File: src/rtl/avmm_initiator_if.sv
// Command, response and Avalon-MM master signal bundle for avmm_initiator.
// master is the initiator side; slave is the environment driving it.
interface avmm_initiator_if #(
    parameter int ADDR_WIDTH = 4,
    parameter int DATA_WIDTH = 32
);
    logic                  cmd_valid;
    logic                  cmd_ready;
    logic                  cmd_write;
    logic [ADDR_WIDTH-1:0] cmd_addr;
    logic [DATA_WIDTH-1:0] cmd_wdata;

    logic                  rsp_valid;
    logic                  rsp_ready;
    logic [DATA_WIDTH-1:0] rsp_rdata;
    logic                  rsp_error;

    logic [ADDR_WIDTH-1:0] avalon_address;
    logic                  avalon_write;
    logic                  avalon_read;
    logic [DATA_WIDTH-1:0] avalon_writedata;
    logic [DATA_WIDTH-1:0] avalon_readdata;
    logic                  avalon_waitrequest;

    modport master (
        input  cmd_valid, cmd_write, cmd_addr, cmd_wdata,
        output cmd_ready,
        output rsp_valid, rsp_rdata, rsp_error,
        input  rsp_ready,
        output avalon_address, avalon_write, avalon_read,
        output avalon_writedata,
        input  avalon_readdata, avalon_waitrequest
    );

    modport slave (
        output cmd_valid, cmd_write, cmd_addr, cmd_wdata,
        input  cmd_ready,
        input  rsp_valid, rsp_rdata, rsp_error,
        output rsp_ready,
        input  avalon_address, avalon_write, avalon_read,
        input  avalon_writedata,
        output avalon_readdata, avalon_waitrequest
    );
endinterface

File: src/rtl/avmm_initiator.sv
// Single-outstanding Avalon-MM initiator: command stream in, response out,
// with waitrequest timeout and fixed read latency.
module avmm_initiator #(
    parameter int ADDR_WIDTH     = 4,
    parameter int DATA_WIDTH     = 32,
    parameter int READ_LATENCY   = 1,
    parameter int TIMEOUT_CYCLES = 255
) (
    input  logic             clk,
    input  logic             reset,
    avmm_initiator_if.master bus,
    output logic             busy
);
    typedef enum logic [2:0] {
        IDLE,
        WRITE,
        READ,
        WAIT_DATA,
        RESP
    } state_t;

    localparam logic [15:0] TIMEOUT_LAST = 16'(TIMEOUT_CYCLES - 1);
    localparam logic [2:0]  LAT          = 3'(READ_LATENCY);

    state_t      state;
    logic [15:0] wait_cnt;
    logic [2:0]  lat_cnt;

    always_ff @(posedge clk) begin
        if (reset) begin
            state                <= IDLE;
            wait_cnt             <= '0;
            lat_cnt              <= '0;
            busy                 <= 1'b0;
            bus.cmd_ready        <= 1'b1;
            bus.rsp_valid        <= 1'b0;
            bus.rsp_rdata        <= {DATA_WIDTH{1'b0}};
            bus.rsp_error        <= 1'b0;
            bus.avalon_address   <= {ADDR_WIDTH{1'b0}};
            bus.avalon_write     <= 1'b0;
            bus.avalon_read      <= 1'b0;
            bus.avalon_writedata <= {DATA_WIDTH{1'b0}};
        end else begin
            unique case (state)
                IDLE: begin
                    if (bus.cmd_valid) begin
                        bus.avalon_address   <= bus.cmd_addr;
                        bus.avalon_writedata <= bus.cmd_wdata;
                        bus.avalon_write     <= bus.cmd_write;
                        bus.avalon_read      <= !bus.cmd_write;
                        bus.cmd_ready        <= 1'b0;
                        busy                 <= 1'b1;
                        wait_cnt             <= '0;
                        state <= bus.cmd_write ? WRITE : READ;
                    end
                end
                WRITE, READ: begin
                    if (bus.avalon_waitrequest) begin
                        // Abort on the last permitted stalled cycle
                        if (wait_cnt == TIMEOUT_LAST) begin
                            bus.avalon_address   <= {ADDR_WIDTH{1'b0}};
                            bus.avalon_writedata <= {DATA_WIDTH{1'b0}};
                            bus.avalon_write     <= 1'b0;
                            bus.avalon_read      <= 1'b0;
                            bus.rsp_valid        <= 1'b1;
                            bus.rsp_rdata        <= {DATA_WIDTH{1'b0}};
                            bus.rsp_error        <= 1'b1;
                            state                <= RESP;
                        end else if (wait_cnt != 16'hFFFF) begin
                            wait_cnt <= wait_cnt + 16'd1;
                        end
                    end else begin
                        bus.avalon_address   <= {ADDR_WIDTH{1'b0}};
                        bus.avalon_writedata <= {DATA_WIDTH{1'b0}};
                        bus.avalon_write     <= 1'b0;
                        bus.avalon_read      <= 1'b0;
                        if (state == WRITE) begin
                            bus.rsp_valid <= 1'b1;
                            bus.rsp_rdata <= {DATA_WIDTH{1'b0}};
                            bus.rsp_error <= 1'b0;
                            state         <= RESP;
                        end else begin
                            lat_cnt <= LAT;
                            state   <= WAIT_DATA;
                        end
                    end
                end
                WAIT_DATA: begin
                    if (lat_cnt == 3'd1) begin
                        bus.rsp_valid <= 1'b1;
                        bus.rsp_rdata <= bus.avalon_readdata;
                        bus.rsp_error <= 1'b0;
                        state         <= RESP;
                    end else begin
                        lat_cnt <= lat_cnt - 3'd1;
                    end
                end
                RESP: begin
                    if (bus.rsp_ready) begin
                        bus.rsp_valid <= 1'b0;
                        bus.rsp_rdata <= {DATA_WIDTH{1'b0}};
                        bus.rsp_error <= 1'b0;
                        bus.cmd_ready <= 1'b1;
                        busy          <= 1'b0;
                        state         <= IDLE;
                    end
                end
                default: state <= IDLE;
            endcase
        end
    end
endmodule

File: src/flat_wrapper.sv
// flat-port wrapper written by rule: the top's interface ports become plain ports
module avmm_initiator_flat 
#(
    parameter int ADDR_WIDTH     = 4,
    parameter int DATA_WIDTH     = 32,
    parameter int READ_LATENCY   = 1,
    parameter int TIMEOUT_CYCLES = 255
)
  (clk, reset, busy, bus_cmd_valid, bus_cmd_write, bus_cmd_addr, bus_cmd_wdata, bus_cmd_ready, bus_rsp_valid, bus_rsp_rdata, bus_rsp_error, bus_rsp_ready, bus_avalon_address, bus_avalon_write, bus_avalon_read, bus_avalon_writedata, bus_avalon_readdata, bus_avalon_waitrequest);
  avmm_initiator_if #(.ADDR_WIDTH(ADDR_WIDTH), .DATA_WIDTH(DATA_WIDTH)) bus_i ();
  input  logic clk;
  input  logic reset;
  output logic busy;
  input wire logic [$bits(bus_i.cmd_valid)-1:0] bus_cmd_valid;
  input wire logic [$bits(bus_i.cmd_write)-1:0] bus_cmd_write;
  input wire logic [$bits(bus_i.cmd_addr)-1:0] bus_cmd_addr;
  input wire logic [$bits(bus_i.cmd_wdata)-1:0] bus_cmd_wdata;
  output wire logic [$bits(bus_i.cmd_ready)-1:0] bus_cmd_ready;
  output wire logic [$bits(bus_i.rsp_valid)-1:0] bus_rsp_valid;
  output wire logic [$bits(bus_i.rsp_rdata)-1:0] bus_rsp_rdata;
  output wire logic [$bits(bus_i.rsp_error)-1:0] bus_rsp_error;
  input wire logic [$bits(bus_i.rsp_ready)-1:0] bus_rsp_ready;
  output wire logic [$bits(bus_i.avalon_address)-1:0] bus_avalon_address;
  output wire logic [$bits(bus_i.avalon_write)-1:0] bus_avalon_write;
  output wire logic [$bits(bus_i.avalon_read)-1:0] bus_avalon_read;
  output wire logic [$bits(bus_i.avalon_writedata)-1:0] bus_avalon_writedata;
  input wire logic [$bits(bus_i.avalon_readdata)-1:0] bus_avalon_readdata;
  input wire logic [$bits(bus_i.avalon_waitrequest)-1:0] bus_avalon_waitrequest;
  assign bus_i.cmd_valid = bus_cmd_valid;
  assign bus_i.cmd_write = bus_cmd_write;
  assign bus_i.cmd_addr = bus_cmd_addr;
  assign bus_i.cmd_wdata = bus_cmd_wdata;
  assign bus_cmd_ready = bus_i.cmd_ready;
  assign bus_rsp_valid = bus_i.rsp_valid;
  assign bus_rsp_rdata = bus_i.rsp_rdata;
  assign bus_rsp_error = bus_i.rsp_error;
  assign bus_i.rsp_ready = bus_rsp_ready;
  assign bus_avalon_address = bus_i.avalon_address;
  assign bus_avalon_write = bus_i.avalon_write;
  assign bus_avalon_read = bus_i.avalon_read;
  assign bus_avalon_writedata = bus_i.avalon_writedata;
  assign bus_i.avalon_readdata = bus_avalon_readdata;
  assign bus_i.avalon_waitrequest = bus_avalon_waitrequest;
  avmm_initiator #(.ADDR_WIDTH(ADDR_WIDTH), .DATA_WIDTH(DATA_WIDTH), .READ_LATENCY(READ_LATENCY), .TIMEOUT_CYCLES(TIMEOUT_CYCLES)) u_core (.clk(clk), .reset(reset), .bus(bus_i), .busy(busy));
endmodule
File: config.mk
export PLATFORM = sky130hd
export DESIGN_NAME = avmm_initiator_flat
export DESIGN_NICKNAME = d
export VERILOG_FILES = /design/src/rtl/avmm_initiator_if.sv /design/src/rtl/avmm_initiator.sv /design/src/flat_wrapper.sv
export SDC_FILE = /design/constraint.sdc
export NUM_CORES = 1
export LEC_CHECK = 0
export CAP_MARGIN = 20
export CORE_MARGIN = 2
export CORE_UTILIZATION = 25
export CTS_BUF_LIST = sky130_fd_sc_hd__clkbuf_4
export DETAILED_ROUTE_END_ITERATION = 12
export GPL_ROUTABILITY_DRIVEN = 1
export GPL_TIMING_DRIVEN = 0
export MAX_ROUTING_LAYER = met4
export SYNTH_ARGS = -nofsm -noshare
export SYNTH_HDL_FRONTEND = slang
export SYNTH_SLANG_ARGS = --single-unit
File: constraint.sdc
create_clock -name clk -period 2.57 [get_ports clk]
set_input_delay 0.514 -clock clk [delete_from_list [all_inputs] [get_ports clk]]
set_output_delay 0.514 -clock clk [all_outputs]
set_load 0.03 [all_outputs]
; Word level (Yosys, flattened, before mapping)
; Cells that the tools add are included.
[word_totals]
register_bits = 96
inputBits = 74
out_inout_bits = 74
wordCells = 96
[classes]
add_sub_neg = 2
n_eq_ne = 18
n_mux = 51
reduce_logical = 13
[op_table]
columns = cell, count
row1 = 32-bit 2-to-1 mux, 7
row2 = 32-bit case mux with 3 select lines, 1
row3 = 16-bit 2-to-1 mux, 4
row4 = 32-bit case mux with 2 select lines, 1
row5 = 16-bit case mux with 2 select lines, 1
row6 = 3-bit 2-to-1 mux, 9
row7 = "16-bit by 1-bit adder with 16-bit output, second input constant", 1
row8 = "16-bit by 8-bit equality test with 1-bit output, second input constant", 1
row9 = "16-bit != test, second input constant", 1
row10 = 1-bit 2-to-1 mux, 15
row11 = "2-bit != test, second input constant", 7
row12 = 4-bit 2-to-1 mux, 3
row13 = 3-bit case mux with 4 select lines, 1
row14 = 5-bit AND reduction, 2
row15 = 1-bit case mux with 2 select lines, 4
row16 = 4-bit case mux with 2 select lines, 1
row17 = 4-bit AND reduction, 2
row18 = "3-bit by 1-bit equality test with 1-bit output, second input constant", 2
row19 = "3-bit by 2-bit equality test with 1-bit output, second input constant", 2
row20 = "3-bit by 2-bit != test with 1-bit output, second input constant", 2
row21 = 1-bit case mux with 3 select lines, 2
row22 = 3-bit case mux with 2 select lines, 1
row23 = 3-bit AND reduction, 2
row24 = 2-bit nonzero test, 3
row25 = other kinds (8), 9

; Depth between registers and ports, before layout
; Gate-level depths: netlist (run 1).
[depth]
word_depth = 5
depth_mapped = 9
depth_no_buf = 7

; Least setup slack after synthesis (run 1)
; No wires, ideal clock.
[synth_timing]
kind = register to register
startpoint = register u_core.wait_cnt[0]
endpoint = register u_core.bus.rsp_rdata[0]
arrival_time_ns = 2.217
t_required_ns = 2.498
slack_ns = 0.281
stages_incl_launch_ff = 9
n_path_buf = 1
synth_period_minus_slack_ns = 2.289
cell_sequence = dfxtp_1 inv_1 ha_1 or4b_4 o41ai_4 nand3b_2 a31oi_4 buf_12 mux2i_1
[synth_between]
elab_chain_len = 3
[synth_lines]
columns = item, line_no
row1 = start: declaration, avmm_initiator.sv:26  ; logic [15:0] wait_cnt;
row2 = start signal: assignment, avmm_initiator.sv:70  ; wait_cnt <= wait_cnt + 16'd1;
row3 = 16-bit by 8-bit equality test with 1-bit output, avmm_initiator.sv:60  ; if (wait_cnt == TIMEOUT_LAST) begin
row4 = 3-bit by 2-bit != test with 1-bit output (no line), -
row5 = 5-bit AND reduction (no line), -
row6 = end signal: assignment, avmm_initiator.sv:66  ; bus.rsp_rdata <= {DATA_WIDTH{1'b0}};
row7 = end signal: assignment, avmm_initiator.sv:79  ; bus.rsp_rdata <= {DATA_WIDTH{1'b0}};
row8 = end signal: assignment, avmm_initiator.sv:91  ; bus.rsp_rdata <= bus.avalon_readdata;
row9 = end: declaration, avmm_initiator_if.sv:28  ; output rsp_valid, rsp_rdata, rsp_error,
; Every way passes these cells.
; A chain may end at the register's enable or synchronous reset.

; Worst setup path in the final report (run 1)
[layout_timing]
startpoint = register u_core.wait_cnt[1]
endpoint = register u_core.wait_cnt[13]
[layout_between]
elab_chain_len = 5
[layout_lines]
columns = item, line_no
row1 = 16-bit by 1-bit adder with 16-bit output, avmm_initiator.sv:70
row2 = 16-bit 2-to-1 mux, avmm_initiator.sv:69  ; end else if (wait_cnt != 16'hFFFF) begin
row3 = 16-bit 2-to-1 mux, avmm_initiator.sv:60
row4 = 16-bit 2-to-1 mux, avmm_initiator.sv:58  ; if (bus.avalon_waitrequest) begin
row5 = 16-bit case mux with 2 select lines, avmm_initiator.sv:44  ; unique case (state)
; Several ways; a longest one is shown, not always the timed one. The select of a mux whose other input is x is not followed.

==> results.txt, run 1 <==
Die W: 133 µm
Clock Skews: 25.9 ps
Vias per inst: 4.59
Fillers: 1,676
Post-Syn Nets: 536
Final Hold Vio Count: 0
Post-synthesis async set-or-reset flop share: 0
Hold Crit Start: u_core.bus.rsp_rdata[1]
Final antenna-violating net count: 0
Hold Buf Count CTS: 0
Synth Instances: 458
Synth warn: 0
Post-synth EDFFs: 0
Worst path required time: 2940 ps
R2R depth: 7
Number of nets in the layout: 695
Number of diodes: 0
CP Capture Type: flop
Share of the synthesized area in the top cell type: 0.459
Synthesis-to-finish area growth: 47.0%
Post-Layout Cell Count: 842
Crit start category: flop
Unrepaired setup endpoints after global routing: no
CTS Sinks: 96
DP Wirelength: 8620 µm
Largest net degree at the start of global routing: 17
WHS Endpoint: u_core.bus.rsp_rdata[1]
DRC viols: 0
H-tree levels: 3
DP Area: 0.00594 mm²
Status: completed
Slowest-stage cell, CP: or4_1
Main synth FF type: dfxtp_1
Die height: 133 µm
Aggregate global routing overflow: 0
Worst hold path type: flop to flop
Deepest clock path buffer count: 2
Share of layout cells above drive strength 1: 0.0643
Tot GR Track Use: 0.134
Cell area after synthesis: 0.00419 mm²
Routed Wire Length: 11,700 µm
Worst-path clk slew: 150 ps
Maxcap violations: 0
Yosys top cell by area: dfxtp_1
Port Buffers: 147
Iteration-0 DRC Markers: 193
Clock buffer count from CTS: 9
Maximum vdd drop: 407 µV
Ratio of final minimum period to clock period: 0.959
Worst EP arrival: 2840 ps
WL/cell: 13.9 µm
Row count: 47
Most frequent cells in the layout: clkdlybuf4s50_1, dfxtp_1, nor2_1
Initial antenna violation count: 0
Synth Area per Inst: 9.15 µm²
WS Path Type: flop to flop
Total design power: 4.93 mW
Leak: 2.18 nW
WHS Path Cells: 2
CTS tree: yes
Fin crit period: 2470 ps
#FFs+latches synth: 96
Reg2reg start: u_core.wait_cnt[1]
Total iterations of the first detailed-routing run: 4
CP max FO: 10
R2R setup slack: 100 ps
Pins Over Slew Limit: 0
Vias: 3,864
GP Congestion: 0.828
Total core area: 0.0165 mm²
Ports: 148
Final setup fails: 0
Most common library cell in the layout ignoring fill and taps: clkdlybuf4s50_1
Initial Util: 0.254
R2r endpoint: u_core.wait_cnt[13]
Die Area: 0.0178 mm²
Root Buffer: clkbuf_4
Worst slew margin: 0.624
Seq/Total Area, Yosys: 0.459
Power per cell area: 800 mW/mm²
First-pass GRT wire length: 18,700 µm
Dpl cells: 825
Max stage delay on crit path: 650 ps
Number of global-route vias before repair: 3,841
Final Util: 0.374
Synth cell types: 56
Fmax: 406 MHz
Main area contributors after synthesis: dfxtp_1, mux2i_1, a22oi_1
Worst-Skew Late Latency: 470 ps
Post-route cell area: 0.00616 mm²
Critical path, cell by cell: ha_1, nand3_1, or4_1, o211ai_2, buf_2, nor4_1, a211o_1
Slew @ Worst Pin: 561 ps
==> worst max-delay path: cells and delay by family, from the launching register on <==
family	cells	cell delay [ps]
compound gates	2	500
fa+ha+maj	1	230
buf+inv	1	270
flops	1	420
simple gates	3	960
==> area by class of cell <==
type                       count  area [µm²]  area share
sequential                    96        1920       0.312
buffer                        31         174      0.0282
tap                          220         275      0.0447
multi-input combinational    322        2070       0.337
clock inverter                 7         116      0.0189
timing repair buffer         150        1510       0.245
clock buffer                   9        67.6      0.0110
inverter                       7        26.3     0.00426
==> cells in the mapped netlist (all sizes together) (2+ instances only) <==
master / count
a211o: 2
nor2b: 2
nand4: 5
o21ai: 3
nand3b: 3
o41ai: 2
o21a: 3
nand2b: 36
a21o: 2
o31ai: 2
a221o: 2
nand2: 48
or4b: 2
a41oi: 2
ha: 4
inv: 7
nor2: 57
o211a: 2
and3: 5
mux2i: 33
a31oi: 5
dfxtp: 96
nand3: 11
nor4: 3
or4: 6
o311ai: 2
or3: 3
xnor2: 2
a22oi: 39
clkbuf: 25
a211oi: 2
nor3: 6
buf: 8
a21oi: 16
==> how the worst max path moves through the flow <==
stage                       startpoint                              end  slack, ps  depth (start not counted)
finish              u_core.wait_cnt[1]              u_core.wait_cnt[13]        100                          7
global route        u_core.wait_cnt[0]  u_core.bus.avalon_writedata[27]        0.2                          9
CTS                 u_core.wait_cnt[0]  u_core.bus.avalon_writedata[21]          5                          9
detailed placement       bus_cmd_valid  u_core.bus.avalon_writedata[28]       -550                          7
global placement         bus_cmd_valid  u_core.bus.avalon_writedata[27]       -510                          7
floorplan           u_core.wait_cnt[0]          u_core.bus.rsp_rdata[0]        280                          8
==> stage by stage <==
| stage | hold slack, ps | setup TNS (ps) | setup WS, ps |
|---|---|---|---|
| finish | 482 | 0 | 104 |
| global route | 505 | 0 | 0.240 |
| CTS | 487 | 0 | 5.42 |
| floorplan | 454 | 0 | 281 |
| global placement | 456 | -12520 | -515 |
| detailed placement | 463 | -13690 | -550 |
==> timing repair <==
item                       CTS  global route
setup endpoints to repair   42            61
resized for setup            2             6
pin swaps                    1             1
hold endpoints to repair     0             0
buffers inserted             3             0
==> registers in the layout, summed over array words and instances (netlist names) <==
signal and cells:
u_core.bus.avalon_address 4, u_core.bus.avalon_read 1, u_core.bus.avalon_write 1, u_core.bus.avalon_writedata 32
u_core.bus.cmd_ready 1, u_core.bus.rsp_error 1, u_core.bus.rsp_rdata 32, u_core.bus.rsp_valid 1
u_core.busy 1, u_core.lat_cnt 3, u_core.state 3, u_core.wait_cnt 16
==> routing by layer <==
metal,share of wire,global-route usage
met5,0,-
met4,0.011,0.0372
met3,0.057,0.0407
met2,0.48,0.223
met1,0.45,0.157
==> report_power, final <==
group,internal (mW),switching [mW]
Combinational,0.929,1.20
Clock,0.495,0.534
Sequential,1.67,0.108
==> cells by family after synthesis <==
| family | Yosys count | share of synthesized area |
|---|---|---|
| fa+ha+maj | 4 | 0.0119 |
| mux | 33 | 0.0788 |
| compound gates | 91 | 0.165 |
| buf+inv | 40 | 0.0484 |
| xor+xnor | 2 | 0.00418 |
| flops | 96 | 0.459 |
| simple gates | 192 | 0.233 |
Note: power is estimated with default switching activity, not from simulation.
==> inputs of run 2 (changes only) <==
--- a/config.mk
+++ b/config.mk
@@ -5,14 +5,16 @@
 export SDC_FILE = /design/constraint.sdc
 export NUM_CORES = 1
 export LEC_CHECK = 0
+export ABC_AREA = 1
 export CAP_MARGIN = 20
 export CORE_MARGIN = 2
-export CORE_UTILIZATION = 25
+export CORE_UTILIZATION = 39
 export CTS_BUF_LIST = sky130_fd_sc_hd__clkbuf_4
 export DETAILED_ROUTE_END_ITERATION = 12
 export GPL_ROUTABILITY_DRIVEN = 1
 export GPL_TIMING_DRIVEN = 0
 export MAX_ROUTING_LAYER = met4
+export PLACE_DENSITY = 0.7
 export SYNTH_ARGS = -nofsm -noshare
 export SYNTH_HDL_FRONTEND = slang
 export SYNTH_SLANG_ARGS = --single-unit
==> run 2 against run 1 <==
- flip-flop and latch count did not move
- highest routed layer unchanged
- design area fell by 0.10%
- routed wire length rose by 2.9%
- synthesized cell count rose by 43%
- non-clock buffer count fell by 4
- worst hold slack got worse by 76 ps
- clock skew fell by 1.8 ps
==> results.txt, run 2 <==
Status: completed (unchanged)
Max stage delay on crit path: 690 ps (was 650 ps)
Synth Area per Inst: 6.67 µm² (was 9.15 µm²)
CP max FO: 2 (was 10)
Critical path, cell by cell: clkdlybuf4s50_1 (was ha_1, nand3_1, or4_1, o211ai_2, buf_2, nor4_1, a211o_1)
Worst path required time: 2060 ps (was 2940 ps)
Row count: 38 (was 47)
Count leader, synth: nand2_1 (was dfxtp_1)
Synth warn: 0 (unchanged)
Routed Wire Length: 12,000 µm (was 11,700 µm)
Psw: 3.42 mW (was 1.84 mW)
Port Buffers: 146 (was 147)
WL/cell: 12.6 µm (was 13.9 µm)
Top Registers: u_core.bus.avalon_writedata: 32 flops, u_core.bus.rsp_rdata: 32 flops, u_core.wait_cnt: 16 flops (unchanged)
Initial Util: 0.400 (was 0.254)
Main area contributors after synthesis: dfxtp_1, nand2_1, a21oi_1 (was dfxtp_1, mux2i_1, a22oi_1)
Slew @ Worst Pin: 515 ps (was 561 ps)
Seq/Total Area, Yosys: 0.442 (was 0.459)
Maxcap violations: 0 (unchanged)
DP Wirelength: 9220 µm (was 8620 µm)
Fillers: 1,042 (was 1,676)
Vias: 4,522 (was 3,864)
Share of layout cells above drive strength 1: 0.0613 (was 0.0643)
Clock buffer count from CTS: 9 (unchanged)
Slowest-stage cell, CP: clkdlybuf4s50_1 (was or4_1)
Post-Layout Cell Count: 955 (was 842)
Total iterations of the first detailed-routing run: 4 (unchanged)
Number of diodes: 0 (unchanged)
Pins Over Slew Limit: 0 (unchanged)
Tot GR Track Use: 0.209 (was 0.134)
Initial antenna violation count: 0 (unchanged)
Cell area after synthesis: 0.00435 mm² (was 0.00419 mm²)
Worst slew margin: 0.657 (was 0.624)
Die height: 110 µm (was 133 µm)
Net Sw Frac: 0.463 (was 0.372)
Synth Instances: 653 (was 458)
Die Area: 0.0120 mm² (was 0.0178 mm²)
Final Hold Vio Count: 0 (unchanged)
Synth top cells by count: nand2_1, dfxtp_1, a21oi_1 (was dfxtp_1, nor2_1, nand2_1)
Root Buffer: clkbuf_4 (unchanged)
GP Congestion: 0.915 (was 0.828)
Postcts setup bufs: 0 (was 3)
Deepest clock path buffer count: 2 (unchanged)
Iteration-0 DRC Markers: 263 (was 193)
Die W: 110 µm (was 133 µm)
First-pass GRT wire length: 19,600 µm (was 18,700 µm)
Ratio of final minimum period to clock period: 0.790 (was 0.959)
Aggregate global routing overflow: 0 (unchanged)
Combinational share of power: 0.578 (was 0.431)
Bufs and invs on worst path: 1 (unchanged)
CP Capture Type: output pin (was flop)
Crit start category: flop (unchanged)
Final setup fails: 0 (unchanged)
CTS tree: yes (unchanged)
Synthesis-to-finish area growth: 41.4% (was 47.0%)
H-tree levels: 3 (unchanged)
Power share of the sequential group: 0.296 (was 0.361)
Share of the synthesized area in the top cell type: 0.442 (was 0.459)
WS Path Type: flop to output pin (was flop to flop)
Total core area: 0.0109 mm² (was 0.0165 mm²)
Worst-path clk slew: 160 ps (was 150 ps)
Unrepaired setup endpoints after global routing: no (unchanged)
Largest net degree at the start of global routing: 17 (unchanged)
Clock Power Share: 0.125 (was 0.208)
Clock Skews: 24.1 ps (was 25.9 ps)
Top Family by Delay on Critical Path: buffers and inverters (was simple AND/OR/NAND/NOR gates)
Worst EP arrival: 1520 ps (was 2840 ps)
Hold Buf Count CTS: 0 (unchanged)
Leak: 2.58 nW (was 2.18 nW)
Fin Setup TNS: 0 ps (unchanged)
#FFs+latches synth: 96 (unchanged)
Int Pwr: 3.97 mW (was 3.10 mW)
Final antenna-violating net count: 0 (unchanged)
Synth cell types: 29 (was 56)
Vias per inst: 4.74 (was 4.59)
Post-Syn Nets: 731 (was 536)
Post-synth EDFFs: 0 (unchanged)
Fmax: 493 MHz (was 406 MHz)
Maximum vdd drop: 563 µV (was 407 µV)
CTS Sinks: 96 (unchanged)
Dpl cells: 939 (was 825)
Ports: 148 (unchanged)
DRC viols: 0 (unchanged)
Most common library cell in the layout ignoring fill and taps: nand2_1 (was clkdlybuf4s50_1)
Number of global-route vias before repair: 4,346 (was 3,841)
Main synth FF type: dfxtp_1 (unchanged)
Most frequent cells in the layout: nand2_1, clkdlybuf4s50_1, dfxtp_1 (was clkdlybuf4s50_1, dfxtp_1, nor2_1)
Post-synthesis async set-or-reset flop share: 0 (unchanged)
Fin crit period: 2030 ps (was 2470 ps)
Worst hold path type: input pin to flop (was flop to flop)
Yosys top cell by area: dfxtp_1 (unchanged)
Power per cell area: 1200 mW/mm² (was 800 mW/mm²)
Worst-Skew Late Latency: 450 ps (was 470 ps)
Post-CTS sizing: 0 (was 2)
Number of nets in the layout: 888 (was 695)
-- run 2: path summary, 6_finish.rpt --
path                                                       from                  endpoint  slack [ps]  depth (start not counted)
worst max-delay path            u_core.bus.avalon_writedata[24]  bus_avalon_writedata[24]         540                          1
worst min-delay path                                      reset         u_core.lat_cnt[0]         410                          2
worst max register to register               u_core.wait_cnt[1]        u_core.wait_cnt[8]         590                         11
worst min register to register                      u_core.busy               u_core.busy         470                          2
-- run 2: per-layer routing --
layer  GRT usage  wire length (µm)  vias up
li1            -                 -     2340
met1       0.251              5240     2047
met2       0.339              5760      115
met3      0.0640               844       20
met4      0.0606               180        0
met5           -                 0        -
-- run 2: layout make-up --
class / count / area [µm²] / share of cell area
Buffer: 31 / 168 / 0.0272
Timing Repair Buffer: 146 / 1460 / 0.237
Inverter: 70 / 263 / 0.0427
Clock inverter: 6 / 90.1 / 0.0146
Sequential cell: 96 / 1920 / 0.312
Multi-Input combinational cell: 456 / 2000 / 0.325
Clock buffer: 10 / 75.1 / 0.0122
Tap cell: 140 / 175 / 0.0285
-- run 2: logic make-up after synthesis --
| kind of cell | count (synthesis) | synth area share |
|---|---|---|
| AOI/OAI and AO/OA | 95 | 0.111 |
| xor gates and xnor gates | 4 | 0.00805 |
| adders and majority gates | 4 | 0.0115 |
| buffers and inverters | 101 | 0.0989 |
| DFF | 96 | 0.442 |
| and+or+nand+nor | 353 | 0.329 |
-- run 2: power groups by stage --
stage                     clock, mW  combinational, mW  sequential (mW)
final                         0.926               4.27             2.19
after global placement            0               4.20             2.20
after global routing           1.01               4.72             2.25
after CTS                     0.951               4.30             2.19
after floorplan                   0               2.12             2.94
after detailed placement          0               4.28             2.22
-- run 2: stage by stage --
stage	hold slack (ps)	power, mW	util	setup WS [ps]	instance area, µm²
finish	406	7.39	0.565	541	6150
detailed placement	438	6.50	0.550	325	5990
CTS	387	7.44	0.565	516	6150
floorplan	439	5.06	-	995	4350
global route	410	7.97	0.565	398	6150
global placement	436	6.40	0.550	335	5990
==> inputs of run 3 (changes only) <==
--- a/config.mk
+++ b/config.mk
@@ -14,7 +14,7 @@
 export GPL_ROUTABILITY_DRIVEN = 1
 export GPL_TIMING_DRIVEN = 0
 export MAX_ROUTING_LAYER = met4
-export PLACE_DENSITY = 0.7
+export PLACE_DENSITY = 0.73
 export SYNTH_ARGS = -nofsm -noshare
 export SYNTH_HDL_FRONTEND = slang
 export SYNTH_SLANG_ARGS = --single-unit
==> constraint.sdc (replaced) <==
create_clock -name clk -period 1.7 [get_ports clk]
set_input_delay 0.34 -clock clk [delete_from_list [all_inputs] [get_ports clk]]
set_output_delay 0.34 -clock clk [all_outputs]
set_load 0.03 [all_outputs]
==> run 3 against run 2 <==
- the run now ends with setup timing left
- critical path depth grew 10
- final cell count grew 2.4%
- routed wire length grew 13%
- combinational power grew 84%
- critical endpoint is now u_core.wait_cnt[5]
- largest power group unchanged
==> results.txt, run 3 (synthesized netlist as in run 2, its figures left out) <==
Number of diodes: 0 (unchanged)
Unrepaired setup endpoints after global routing: yes (was no)
Clock buffer count from CTS: 9 (unchanged)
First-pass GRT wire length: 19,800 µm (was 19,600 µm)
Deepest clock path buffer count: 2 (unchanged)
Most frequent cells in the layout: nand2_1, dfxtp_1, nor2_1 (was nand2_1, clkdlybuf4s50_1, dfxtp_1)
Maximum vdd drop: 1200 µV (was 563 µV)
Status: complete, but fails checks (was completed)
Worst hold path type: input pin to flop (unchanged)
Fillers: 961 (was 1,042)
Fin crit period: 1760 ps
Tot GR Track Use: 0.214 (was 0.209)
Final Hold Vio Count: 0 (unchanged)
Largest net degree at the start of global routing: 19 (was 17)
Row count: 38 (unchanged)
Pins Over Slew Limit: 0 (unchanged)
Power per cell area: 1860 mW/mm² (was 1200 mW/mm²)
Vias per inst: 4.90 (was 4.74)
Top Registers: u_core.bus.avalon_writedata: 32 flops, u_core.bus.rsp_rdata: 32 flops, u_core.wait_cnt: 16 flops (unchanged)
Clock Skews: 20.1 ps (was 24.1 ps)
Final worst-path setup slack: -60.5 ps (was 541 ps)
Worst EP arrival: 2090 ps (was 1520 ps)
CP Capture Type: flop (was output pin)
Most common library cell in the layout ignoring fill and taps: nand2_1 (unchanged)
WS Path Type: flop to flop (was flop to output pin)
Share of layout cells above drive strength 1: 0.177 (was 0.0613)
Number of global-route vias before repair: 4,429 (was 4,346)
Port Buffers: 146 (unchanged)
Leak: 3.10 nW (was 2.58 nW)
Maxcap violations: 0 (unchanged)
Final setup fails: 13 (was 0)
Synthesis-to-finish area growth: 54.4% (was 41.4%)
Die Area: 0.0120 mm² (unchanged)
Worst-path clk slew: 160 ps (about the same)
Aggregate global routing overflow: 0 (unchanged)
Vias: 4,789 (was 4,522)
Total core area: 0.0109 mm² (unchanged)
Initial antenna violation count: 0 (unchanged)
GP Congestion: 0.875 (was 0.915)
CP max FO: 5 (was 2)
Fin Setup TNS: -328 ps (was 0 ps)
Fmax: 568 MHz
DP Wirelength: 9170 µm (was 9220 µm)
Iteration-0 DRC Markers: 233 (was 263)
Worst slew margin: 0.531 (was 0.657)
Total iterations of the first detailed-routing run: 5 (was 4)
Worst-Skew Late Latency: 460 ps (was 450 ps)
Die height: 110 µm (unchanged)
Initial Util: 0.400 (unchanged)
CTS Sinks: 96 (unchanged)
Slew @ Worst Pin: 704 ps (was 515 ps)
WL/cell: 13.9 µm (was 12.6 µm)
Hold WS: 256 ps (was 406 ps)
Routed Wire Length: 13,600 µm (was 12,000 µm)
H-tree levels: 3 (unchanged)
Ratio of final minimum period to clock period: 1.04
Number of nets in the layout: 911 (was 888)
Root Buffer: clkbuf_4 (unchanged)
Crit start category: flop (unchanged)
Hold Buf Count CTS: 0 (unchanged)
Worst path required time: 2030 ps (was 2060 ps)
Failing checks: setup timing
Final antenna-violating net count: 0 (unchanged)
CTS tree: yes (unchanged)
Ports: 148 (unchanged)
DRC viols: 0 (unchanged)
Die W: 110 µm (unchanged)
==> run 3: repair_timing <==
item                       in CTS  in global routing
hold endpoints to repair        0                  0
resized for setup              93                115
cloned                          0                  6
setup endpoints to repair     154                 82
pin swaps                       6                 27
setup buffers                   5                 12
==> run 3: cell type report <==
type | count | area [µm²] | share of cell area
multi-input combinational | 456 | 2300 | 0.342
timing repair buffer | 169 | 1620 | 0.241
buffer | 31 | 254 | 0.0378
clock inverter | 7 | 86.3 | 0.0128
tap | 140 | 175 | 0.0261
sequential | 96 | 1950 | 0.291
inverter | 70 | 270 | 0.0402
clock buffer | 9 | 67.6 | 0.0101
==> run 3: report_power, final <==
part / total [mW] / switching [mW] / internal, mW
logic: 7.85 / 4.67 / 3.18
registers: 3.33 / 0.379 / 2.95
clock network: 1.33 / 0.857 / 0.477
==> run 3: metrics by stage <==
stage / std cells / utilization / area [µm²] / power [mW] / setup slack [ps]
6_report: 978 / 0.617 / 6720 / 12.5 / -60.5
4_1_cts: 960 / 0.564 / 6140 / 11.0 / -10.1
3_5_place_dp: 939 / 0.550 / 5990 / 9.82 / -426
5_1_grt: 978 / 0.617 / 6720 / 13.4 / -125
2_1_floorplan: 653 / - / 4350 / 7.65 / 125
3_3_place_gp: 939 / 0.550 / 5990 / 9.66 / -375
==> run 3: worst paths after layout <==
check | from | end | slack [ps] | cells past startpoint
setup / recovery | u_core.wait_cnt[0] | u_core.wait_cnt[5] | -60 | 11
hold / removal | reset | u_core.lat_cnt[0] | 260 | 2
setup reg to reg | u_core.wait_cnt[0] | u_core.wait_cnt[5] | -60 | 11
hold reg to reg | u_core.busy | u_core.busy | 470 | 2
==> run 3: metal layers <==
metal	wire [µm]	up-vias	track usage	share of wire
met3	1110	27	0.0705	0.082
met1	5400	2177	0.238	0.40
met2	6770	183	0.359	0.50
li1	-	2402	-	-
met4	268	0	0.0750	0.020
met5	0	-	-	0
==> run 3: worst max-delay path, stage by stage (launching register included) <==
cell and delay, ps:
dfxtp_4 400, ha_2 190, nand2_2 80, nor2_4 130
nand3_2 100, nor2_1 120, nand2_1 120, nand2_4 130
nand2_4 80, buf_4 160, nand2_1 50, a21oi_1 60
